`src/rtl/if_id_skid_if.sv`:
```
// IF/ID handshake bundle: fetch-side offer, decode-side consume, redirect flush
// and the head entry presented to the IW mux.
interface if_id_skid_if #(
  parameter int XLEN = 32
);
  logic            if_valid;
  logic [XLEN-1:0] if_instr;
  logic [XLEN-1:0] if_pc;
  logic            if_ready;
  logic            id_ready;
  logic            flush;
  logic            id_valid;
  logic [XLEN-1:0] id_instr;
  logic [XLEN-1:0] id_pc;
  logic [1:0]      iw_sel;

  modport master (
    output if_valid, if_instr, if_pc, id_ready, flush,
    input  if_ready, id_valid, id_instr, id_pc, iw_sel
  );

  modport slave (
    input  if_valid, if_instr, if_pc, id_ready, flush,
    output if_ready, id_valid, id_instr, id_pc, iw_sel
  );
endinterface

```
`src/rtl/if_id_skid_reg.sv`:
```
// IF/ID pipeline register with a 2-entry skid buffer and IW mux select generation.
// Optional macro IFID_PERF_EN adds stall/flush/full performance counters.
module if_id_skid_reg #(
  parameter int              XLEN   = 32,
  parameter logic [XLEN-1:0] RST_PC = 32'h0000_0000
) (
  input  logic        clk,
  input  logic        rst_n,
`ifdef IFID_PERF_EN
  output logic [31:0] stall_cnt,
  output logic [31:0] flush_cnt,
  output logic [31:0] full_cnt,
`endif
  if_id_skid_if.slave bus
);

  typedef enum logic [1:0] {
    ST_EMPTY = 2'd0,
    ST_ONE   = 2'd1,
    ST_FULL  = 2'd2
  } state_t;

  state_t          state_r;
  state_t          state_nx_s;
  logic [XLEN-1:0] h_instr_r;
  logic [XLEN-1:0] h_pc_r;
  logic [XLEN-1:0] s_instr_r;
  logic [XLEN-1:0] s_pc_r;
  logic            id_valid_r;
  logic            if_ready_r;
  logic [1:0]      iw_sel_r;

  logic            acc_s;
  logic            pop_s;
  logic            h_ld_s;
  logic            h_from_s_s;
  logic            s_ld_s;
  logic            id_valid_nx_s;
  logic            if_ready_nx_s;
  logic [1:0]      iw_sel_nx_s;

  // if_ready comes from a flop, so fetch never sees a combinational path from decode
  assign acc_s = bus.if_valid & if_ready_r;
  assign pop_s = id_valid_r & bus.id_ready;

  assign bus.if_ready = if_ready_r;
  assign bus.id_valid = id_valid_r;
  assign bus.id_instr = h_instr_r;
  assign bus.id_pc    = h_pc_r;
  assign bus.iw_sel   = iw_sel_r;

  // Next-state and slot load decode; flush overrides every other transition
  always_comb begin
    state_nx_s = state_r;
    h_ld_s     = 1'b0;
    h_from_s_s = 1'b0;
    s_ld_s     = 1'b0;
    if (bus.flush) begin
      state_nx_s = ST_EMPTY;
    end else begin
      case (state_r)
        ST_EMPTY: begin
          if (acc_s) begin
            h_ld_s     = 1'b1;
            state_nx_s = ST_ONE;
          end else begin
            state_nx_s = ST_EMPTY;
          end
        end
        ST_ONE: begin
          if (pop_s && acc_s) begin
            h_ld_s     = 1'b1;
            state_nx_s = ST_ONE;
          end else if (pop_s) begin
            state_nx_s = ST_EMPTY;
          end else if (acc_s) begin
            s_ld_s     = 1'b1;
            state_nx_s = ST_FULL;
          end else begin
            state_nx_s = ST_ONE;
          end
        end
        ST_FULL: begin
          if (pop_s) begin
            h_from_s_s = 1'b1;
            state_nx_s = ST_ONE;
          end else begin
            state_nx_s = ST_FULL;
          end
        end
        default: begin
          state_nx_s = ST_EMPTY;
        end
      endcase
    end
  end

  // Registered handshake outputs and IW select derived from the next state
  always_comb begin
    id_valid_nx_s = (state_nx_s != ST_EMPTY);
    if_ready_nx_s = (state_nx_s != ST_FULL);
    if (bus.flush) begin
      iw_sel_nx_s = 2'd2;
    end else if (state_nx_s != ST_EMPTY) begin
      iw_sel_nx_s = 2'd0;
    end else begin
      iw_sel_nx_s = 2'd1;
    end
  end

  // State and output flags
  always_ff @(posedge clk or negedge rst_n) begin
    if (!rst_n) begin
      state_r    <= ST_EMPTY;
      id_valid_r <= 1'b0;
      if_ready_r <= 1'b1;
      iw_sel_r   <= 2'd1;
    end else begin
      state_r    <= state_nx_s;
      id_valid_r <= id_valid_nx_s;
      if_ready_r <= if_ready_nx_s;
      iw_sel_r   <= iw_sel_nx_s;
    end
  end

  // Slot data; left untouched on invalidate so id_* holds its last value
  always_ff @(posedge clk or negedge rst_n) begin
    if (!rst_n) begin
      h_instr_r <= {XLEN{1'b0}};
      h_pc_r    <= RST_PC;
      s_instr_r <= {XLEN{1'b0}};
      s_pc_r    <= {XLEN{1'b0}};
    end else begin
      if (h_ld_s) begin
        h_instr_r <= bus.if_instr;
        h_pc_r    <= bus.if_pc;
      end else if (h_from_s_s) begin
        h_instr_r <= s_instr_r;
        h_pc_r    <= s_pc_r;
      end
      if (s_ld_s) begin
        s_instr_r <= bus.if_instr;
        s_pc_r    <= bus.if_pc;
      end
    end
  end

`ifdef IFID_PERF_EN
  // Free-running wrap-around event counters, cleared only by reset
  always_ff @(posedge clk or negedge rst_n) begin
    if (!rst_n) begin
      stall_cnt <= 32'd0;
      flush_cnt <= 32'd0;
      full_cnt  <= 32'd0;
    end else begin
      if (id_valid_r && !bus.id_ready) begin
        stall_cnt <= stall_cnt + 32'd1;
      end
      if (bus.flush) begin
        flush_cnt <= flush_cnt + 32'd1;
      end
      if (state_r == ST_FULL) begin
        full_cnt <= full_cnt + 32'd1;
      end
    end
  end
`endif

endmodule
```
`src/flat_wrapper.sv`:
```
// flat-port wrapper written by rule: the top's interface ports become plain ports
module if_id_skid_reg_flat 
#(
  parameter int              XLEN   = 32,
  parameter logic [XLEN-1:0] RST_PC = 32'h0000_0000
)
  (clk, rst_n, bus_if_valid, bus_if_instr, bus_if_pc, bus_id_ready, bus_flush, bus_if_ready, bus_id_valid, bus_id_instr, bus_id_pc, bus_iw_sel);
  if_id_skid_if #(.XLEN(XLEN)) bus_i ();
  input  logic clk;
  input  logic rst_n;
  input wire logic [$bits(bus_i.if_valid)-1:0] bus_if_valid;
  input wire logic [$bits(bus_i.if_instr)-1:0] bus_if_instr;
  input wire logic [$bits(bus_i.if_pc)-1:0] bus_if_pc;
  input wire logic [$bits(bus_i.id_ready)-1:0] bus_id_ready;
  input wire logic [$bits(bus_i.flush)-1:0] bus_flush;
  output wire logic [$bits(bus_i.if_ready)-1:0] bus_if_ready;
  output wire logic [$bits(bus_i.id_valid)-1:0] bus_id_valid;
  output wire logic [$bits(bus_i.id_instr)-1:0] bus_id_instr;
  output wire logic [$bits(bus_i.id_pc)-1:0] bus_id_pc;
  output wire logic [$bits(bus_i.iw_sel)-1:0] bus_iw_sel;
  assign bus_i.if_valid = bus_if_valid;
  assign bus_i.if_instr = bus_if_instr;
  assign bus_i.if_pc = bus_if_pc;
  assign bus_i.id_ready = bus_id_ready;
  assign bus_i.flush = bus_flush;
  assign bus_if_ready = bus_i.if_ready;
  assign bus_id_valid = bus_i.id_valid;
  assign bus_id_instr = bus_i.id_instr;
  assign bus_id_pc = bus_i.id_pc;
  assign bus_iw_sel = bus_i.iw_sel;
  if_id_skid_reg #(.XLEN(XLEN), .RST_PC(RST_PC)) u_core (.clk(clk), .rst_n(rst_n), .bus(bus_i));
endmodule
```
`config.mk`:
```
export PLATFORM = sky130hd
export DESIGN_NAME = if_id_skid_reg_flat
export DESIGN_NICKNAME = d
export VERILOG_FILES = /design/src/rtl/if_id_skid_if.sv /design/src/rtl/if_id_skid_reg.sv /design/src/flat_wrapper.sv
export SDC_FILE = /design/constraint.sdc
export NUM_CORES = 1
export LEC_CHECK = 0
export ABC_AREA = 1
export CAP_MARGIN = 20
export CORE_MARGIN = 2
export CORE_UTILIZATION = 55
export DETAILED_ROUTE_END_ITERATION = 7
export GPL_TIMING_DRIVEN = 0
export HOLD_SLACK_MARGIN = 0.03
export PLACE_DENSITY = 0.91
export SYNTH_ARGS = -nofsm -noshare
export SYNTH_HDL_FRONTEND = slang
export SYNTH_SLANG_ARGS = --single-unit
```
`constraint.sdc`:
```
create_clock -name clk -period 2.35 [get_ports clk]
set_clock_uncertainty 0.05 [all_clocks]
set_input_delay 0.47 -clock clk [delete_from_list [all_inputs] [get_ports clk]]
set_output_delay 0.47 -clock clk [all_outputs]
set_load 0.05 [all_outputs]
```
Yosys cells after proc, flatten, opt, wreduce, memory -nomap -nowiden
Cells that the tools add are included.
{ "totals": {"ff_bits": 134, "in_bits": 69, "word_cells": 41} }
{ "op_classes": {"n_eq_ne": 3, "mux": 24, "n_bitwise": 2, "reduce_logical": 4} }
{ "ops": {"columns": ["op", "n"], "rows": [
  ["$mux W32", 4],
  ["$mux W1", 12],
  ["$mux W2", 6],
  ["$pmux W2 S3", 1],
  ["$reduce_bool A2 Y1", 2],
  ["$and A1 B1 Y1", 2],
  ["$eq A2 B1 Y1 const B", 1],
  ["$eq A2 B2 Y1 const B", 1],
  ["$logic_not A2 Y1", 1],
  ["$ne A2 B2 Y1 const B", 1],
  ["$pmux W1 S2", 1],
  ["$logic_and A1 B1 Y1", 1]
]} }

Depth between registers and ports, before layout
{ "depth": {"depth_word": 9, "ltp_mapped": 11, "depth_no_buf": 9} }

Least setup slack after synthesis
Ideal clock, no wire load.
{ "synth_timing": {"kind": "register -> register", "startpoint": "reg u_core.if_ready_r (netlist: u_core.bus.if_ready)", "endpoint": "reg u_core.h_instr_r[17] (netlist: u_core.bus.id_instr[17])", "setup_time_ns": 0.118, "arrival_time_ns": 1.651, "required_ns": 2.182, "path_slack_ns": 0.531, "path_stages_with_launch": 11, "synth_period_minus_slack_ns": 1.819, "path_cell_list": "dfstp_2 > nand2_1 > inv_1 > ha_1 > nand3_1 > nand2_2 > nand2_2 > buf_4 > buf_4 > nand3_1 > nand2_1"} }
{ "synth_via": {"elab_chain_cells": 6, "elab_cells_between_ends": 8} }
{ "synth_lines": {"columns": ["element", "line_no", "rtl"], "rows": [
  ["from (decl)", "if_id_skid_reg.sv:30", "logic if_ready_r;"],
  ["from (signal assigned)", "if_id_skid_reg.sv:121", "if_ready_r <= if_ready_nx_s;"],
  ["$and A1 B1 Y1 *", "if_id_skid_reg.sv:43", "assign acc_s = bus.if_valid & if_ready_r;"],
  ["$logic_and A1 B1 Y1", "if_id_skid_reg.sv:71", "if (pop_s && acc_s) begin"],
  ["$mux W1", "if_id_skid_reg.sv:71", null],
  ["$pmux W1 S2 *", "if_id_skid_reg.sv:61", "case (state_r)"],
  ["$mux W1 *", "if_id_skid_reg.sv:58", "if (bus.flush) begin"],
  ["$mux W32 or $reduce_bool A2 Y1 (tied branches)", null, null],
  ["to (signal assigned)", "if_id_skid_reg.sv:129", "h_instr_r <= {XLEN{1'b0}};"],
  ["to (signal assigned)", "if_id_skid_reg.sv:135", "h_instr_r <= bus.if_instr;"],
  ["to (signal assigned)", "if_id_skid_reg.sv:138", "h_instr_r <= s_instr_r;"],
  ["to (decl)", "if_id_skid_reg.sv:25", "logic [XLEN-1:0] h_instr_r;"]
]} }
Every way passes the cells marked *; elsewhere a longest branch is shown, timed or not.
A chain may end at the register's enable or synchronous reset.

Worst setup path in the final report
{ "layout_timing": {"startpoint": "reg u_core.iw_sel_r[0] (netlist: u_core.bus.iw_sel[0])", "endpoint": "out bus_iw_sel[0]"} }
{ "layout_rtl": {"columns": ["element", "line_no", "rtl"], "rows": [
  ["from (decl)", "if_id_skid_reg.sv:31", "logic [1:0] iw_sel_r;"],
  ["from (signal assigned)", "if_id_skid_reg.sv:122", "iw_sel_r <= iw_sel_nx_s;"],
  ["to (decl)", "flat_wrapper.sv:20", "output wire logic [$bits(bus_i.iw_sel)-1:0] bus_iw_sel;"]
]} }
No word-level cell between the ends.

==> flow_summary.yaml <==
run_status:
  status: "finished clean"
logic_synthesis:
  synth-seq-cells: 134
  synth_seq_area_share: 0.5231
  synth_top_area_share: 0.5149
  syn_nets: 877
  ys_types: 18
  syn_area_um2: 6415
  synth_area_leaders: "dfrtp_1 (51%), nand2_1 (16%), nand3_1 (15%), inv_1 (4.1%), o21ai_0 (3.0%)"
  ys_warn_count: 0
  yosysTopAreaCell: "dfrtp_1"
  synth_cells: 807
  syn_area_per_cell_um2: 7.949
cts:
  cts_resized: 0
  cts_tree: "built"
  h-tree-depth: 4
  cts_buffers: 17
  clock_latency_ns: 0.41
  numClockSinks: 134
  cts_max_path_buffers: 2
  ctsRootBufferMaster: "clkbuf_16"
  post_cts_buffers: 0
  clk_pin_slew_ns: 0.06
global_routing:
  grt-busiest-layer: "met2"
  use_met3: 0.06097
  grt_start_max_net_pins: 95
  antenna_found_initial: 0
  met1_usage: 0.3837
  gr-usage-met2: 0.4444
  grt_overflow_total: 0
  grt_pass1_vias: 5770
  grt_usage: 0.2748
  grt_pass1_wl_um: 27670
routing:
  viasPerCell: 5.382
  drt.antenna.violating_nets: 0
  finalWirelength_um: 16760
  routedWlPerCell_um: 14.97
  drcViolationCount: 0
  drtIter0Drc: 515
  dr.pass1.iters: 6
  vias: 6028
power_and_ir_drop:
  ir_drop_uv: 688.1
  power_leakage_uw: 0.004404
  powerDensity_nw_per_um2: 1075
cells_and_area:
  final_cell_area_um2: 8566
  nFillCells: 838
  drive_above_1_share: 0.1003
  fin_nets: 1034
  n_antenna_cell: 0
  final_cells: 1120
  utilization: 0.7502
  area.growth.synth_to_final_pct: 33.53
die:
  fp.dieH_um: 112.0
  floorplan.core_area_um2: 11420
  chipWidth_um: 112.0
  die_area_um2: 12540
  rows: 39
  start_util: 0.5618
  top_level_ports: 137
critical_path:
  crit_family: "buffers and inverters"
  critPathMaxStageDelay_ns: 0.80
  worst-path-max-fanout: 1
  arrival_ns: 1.72
  critPathRequiredTime_ns: 1.83
  crit_path_top_delay_cell: "clkdlybuf4s50_1"
  worstPathCellList: "clkdlybuf4s50_1"
  crit_path_start_kind: "flip-flop"
  worstSetupPathType: "flip-flop to output pin"
  path_buf_inv: 1
  endpoint_kind: "output pin"
timing:
  period_share: 0.9550
  slew_headroom: 0.6170
  holdWs_ns: 0.4337
  rsz0062_at_grt: "false"
  hold_viol_final: 0
  timing.fmax_mhz: 445.6
  setup_ws_ns: 0.1057
  drv_slew: 0
  fin_crit_ns: 2.244
  worst_pin_slew_ns: 0.5727
  setup_viol: 0
placement:
  io_buffers: 136
  place_inst: 1087
  placed_area_um2: 7984
  place_ws_ns: 0.009923
  dpl.hpwl_um: 11170
  place_congestion: 0.8282
hold_path:
  hp-class: "flip-flop to flip-flop"
flow_run:
  max_cap_violations: 0
==> cells by family after synthesis <==
| kind of cell | after synthesis | share of synthesized area |
|---|---|---|
| simple gates | 473 | 0.3185 |
| buf+inv | 134 | 0.1057 |
| flops | 134 | 0.5231 |
| compound gates | 65 | 0.05071 |
| fa+ha+maj | 1 | 0.001950 |
==> through the flow <==
step / TNS [ns] / power, uW
final: 0 / 9208
after global routing: 0 / 9644
after CTS: 0 / 9212
after detailed placement: 0 / 6656
after global placement: -578.79 / 6559
after floorplan: 0 / 5506
==> placed cells by master (no fill, tap or decap), drive strengths merged <==
master and n:
clkdlybuf4s50 135, buf 56, dlygate4sd3 1, nor2 7
inv 72, nand2 271, ha 1, nand4 1
dfrtp 132, clkinvlp 7, bufinv 1, o21ai 65
clkinv 3, dfstp 2, nand3 194, clkbuf 29
==> metal layers <==
| layer | vias to the layer above | routed length, um |
|---|---|---|
| met3 | 20 | 1156 |
| met1 | 2846 | 7262 |
| met2 | 262 | 8177 |
| li1 | 2900 | - |
| met5 | - | 0 |
| met4 | 0 | 167 |
==> cell type report <==
class                           count  area [um2]  area share
Inverter                           72       270.3     0.03155
Buffer                             62       407.9     0.04762
Sequential cell                   134        3356      0.3918
Multi-Input combinational cell    539        2381      0.2780
Tap cell                          143       178.9     0.02089
Timing Repair Buffer              138        1400      0.1635
Clock inverter                     11       101.3     0.01183
Clock buffer                       21       470.5     0.05492
==> timing repair <==
item	4_1_cts	5_1_grt
hold buffers	1	0
setup endpoints to repair	0	0
endpoints found under the hold margin	38	0
==> flip-flops by register name, summed over array words and instances, names as in the netlist <==
register and flops:
u_core.s_pc_r 32, u_core.bus.iw_sel 2, u_core.bus.if_ready 1, u_core.bus.id_valid 1
u_core.bus.id_pc 32, u_core.state_r 2, u_core.s_instr_r 32, u_core.bus.id_instr 32
==> power breakdown <==
group          switching (uW)  leakage, uW  internal (uW)
logic                    2060      0.00252           1110
registers                 443      0.00162           3070
clock network             992     0.000259           1530
==> path summary, 6_finish.rpt <==
path	from	end	slack [ns]	cells after the start
max in group asynchronous	rst_n	u_core.bus.id_instr[16]$_DFFE_PN0P_	1.01	3
worst min-delay path	u_core.s_pc_r[3]$_DFFE_PN0P_	u_core.s_pc_r[3]$_DFFE_PN0P_	0.43	2
worst min register to register	u_core.s_pc_r[3]$_DFFE_PN0P_	u_core.s_pc_r[3]$_DFFE_PN0P_	0.43	2
worst max-delay path	u_core.bus.iw_sel[0]$_DFF_PN1_	bus_iw_sel[0]	0.11	1
min in group asynchronous	rst_n	u_core.bus.id_valid$_DFF_PN0_	0.49	2
worst max register to register	u_core.bus.if_ready$_DFF_PN1_	u_core.bus.id_instr[8]$_DFFE_PN0P_	0.44	10
==> worst min-delay path, stage by stage, from the launching register on <==
cell and delay [ns]:
dfrtp_1 0.34, nand2_1 0.05, o21ai_0 0.06
==> cell usage after synthesis, drive strengths merged <==
cell type and count:
nand2 271, inv 72, dfstp 2, ha 1, nor2 7, nand4 1, nand3 194, clkbuf 8
buf 54, o21ai 65, dfrtp 132
(Power assumes the default switching activity.)
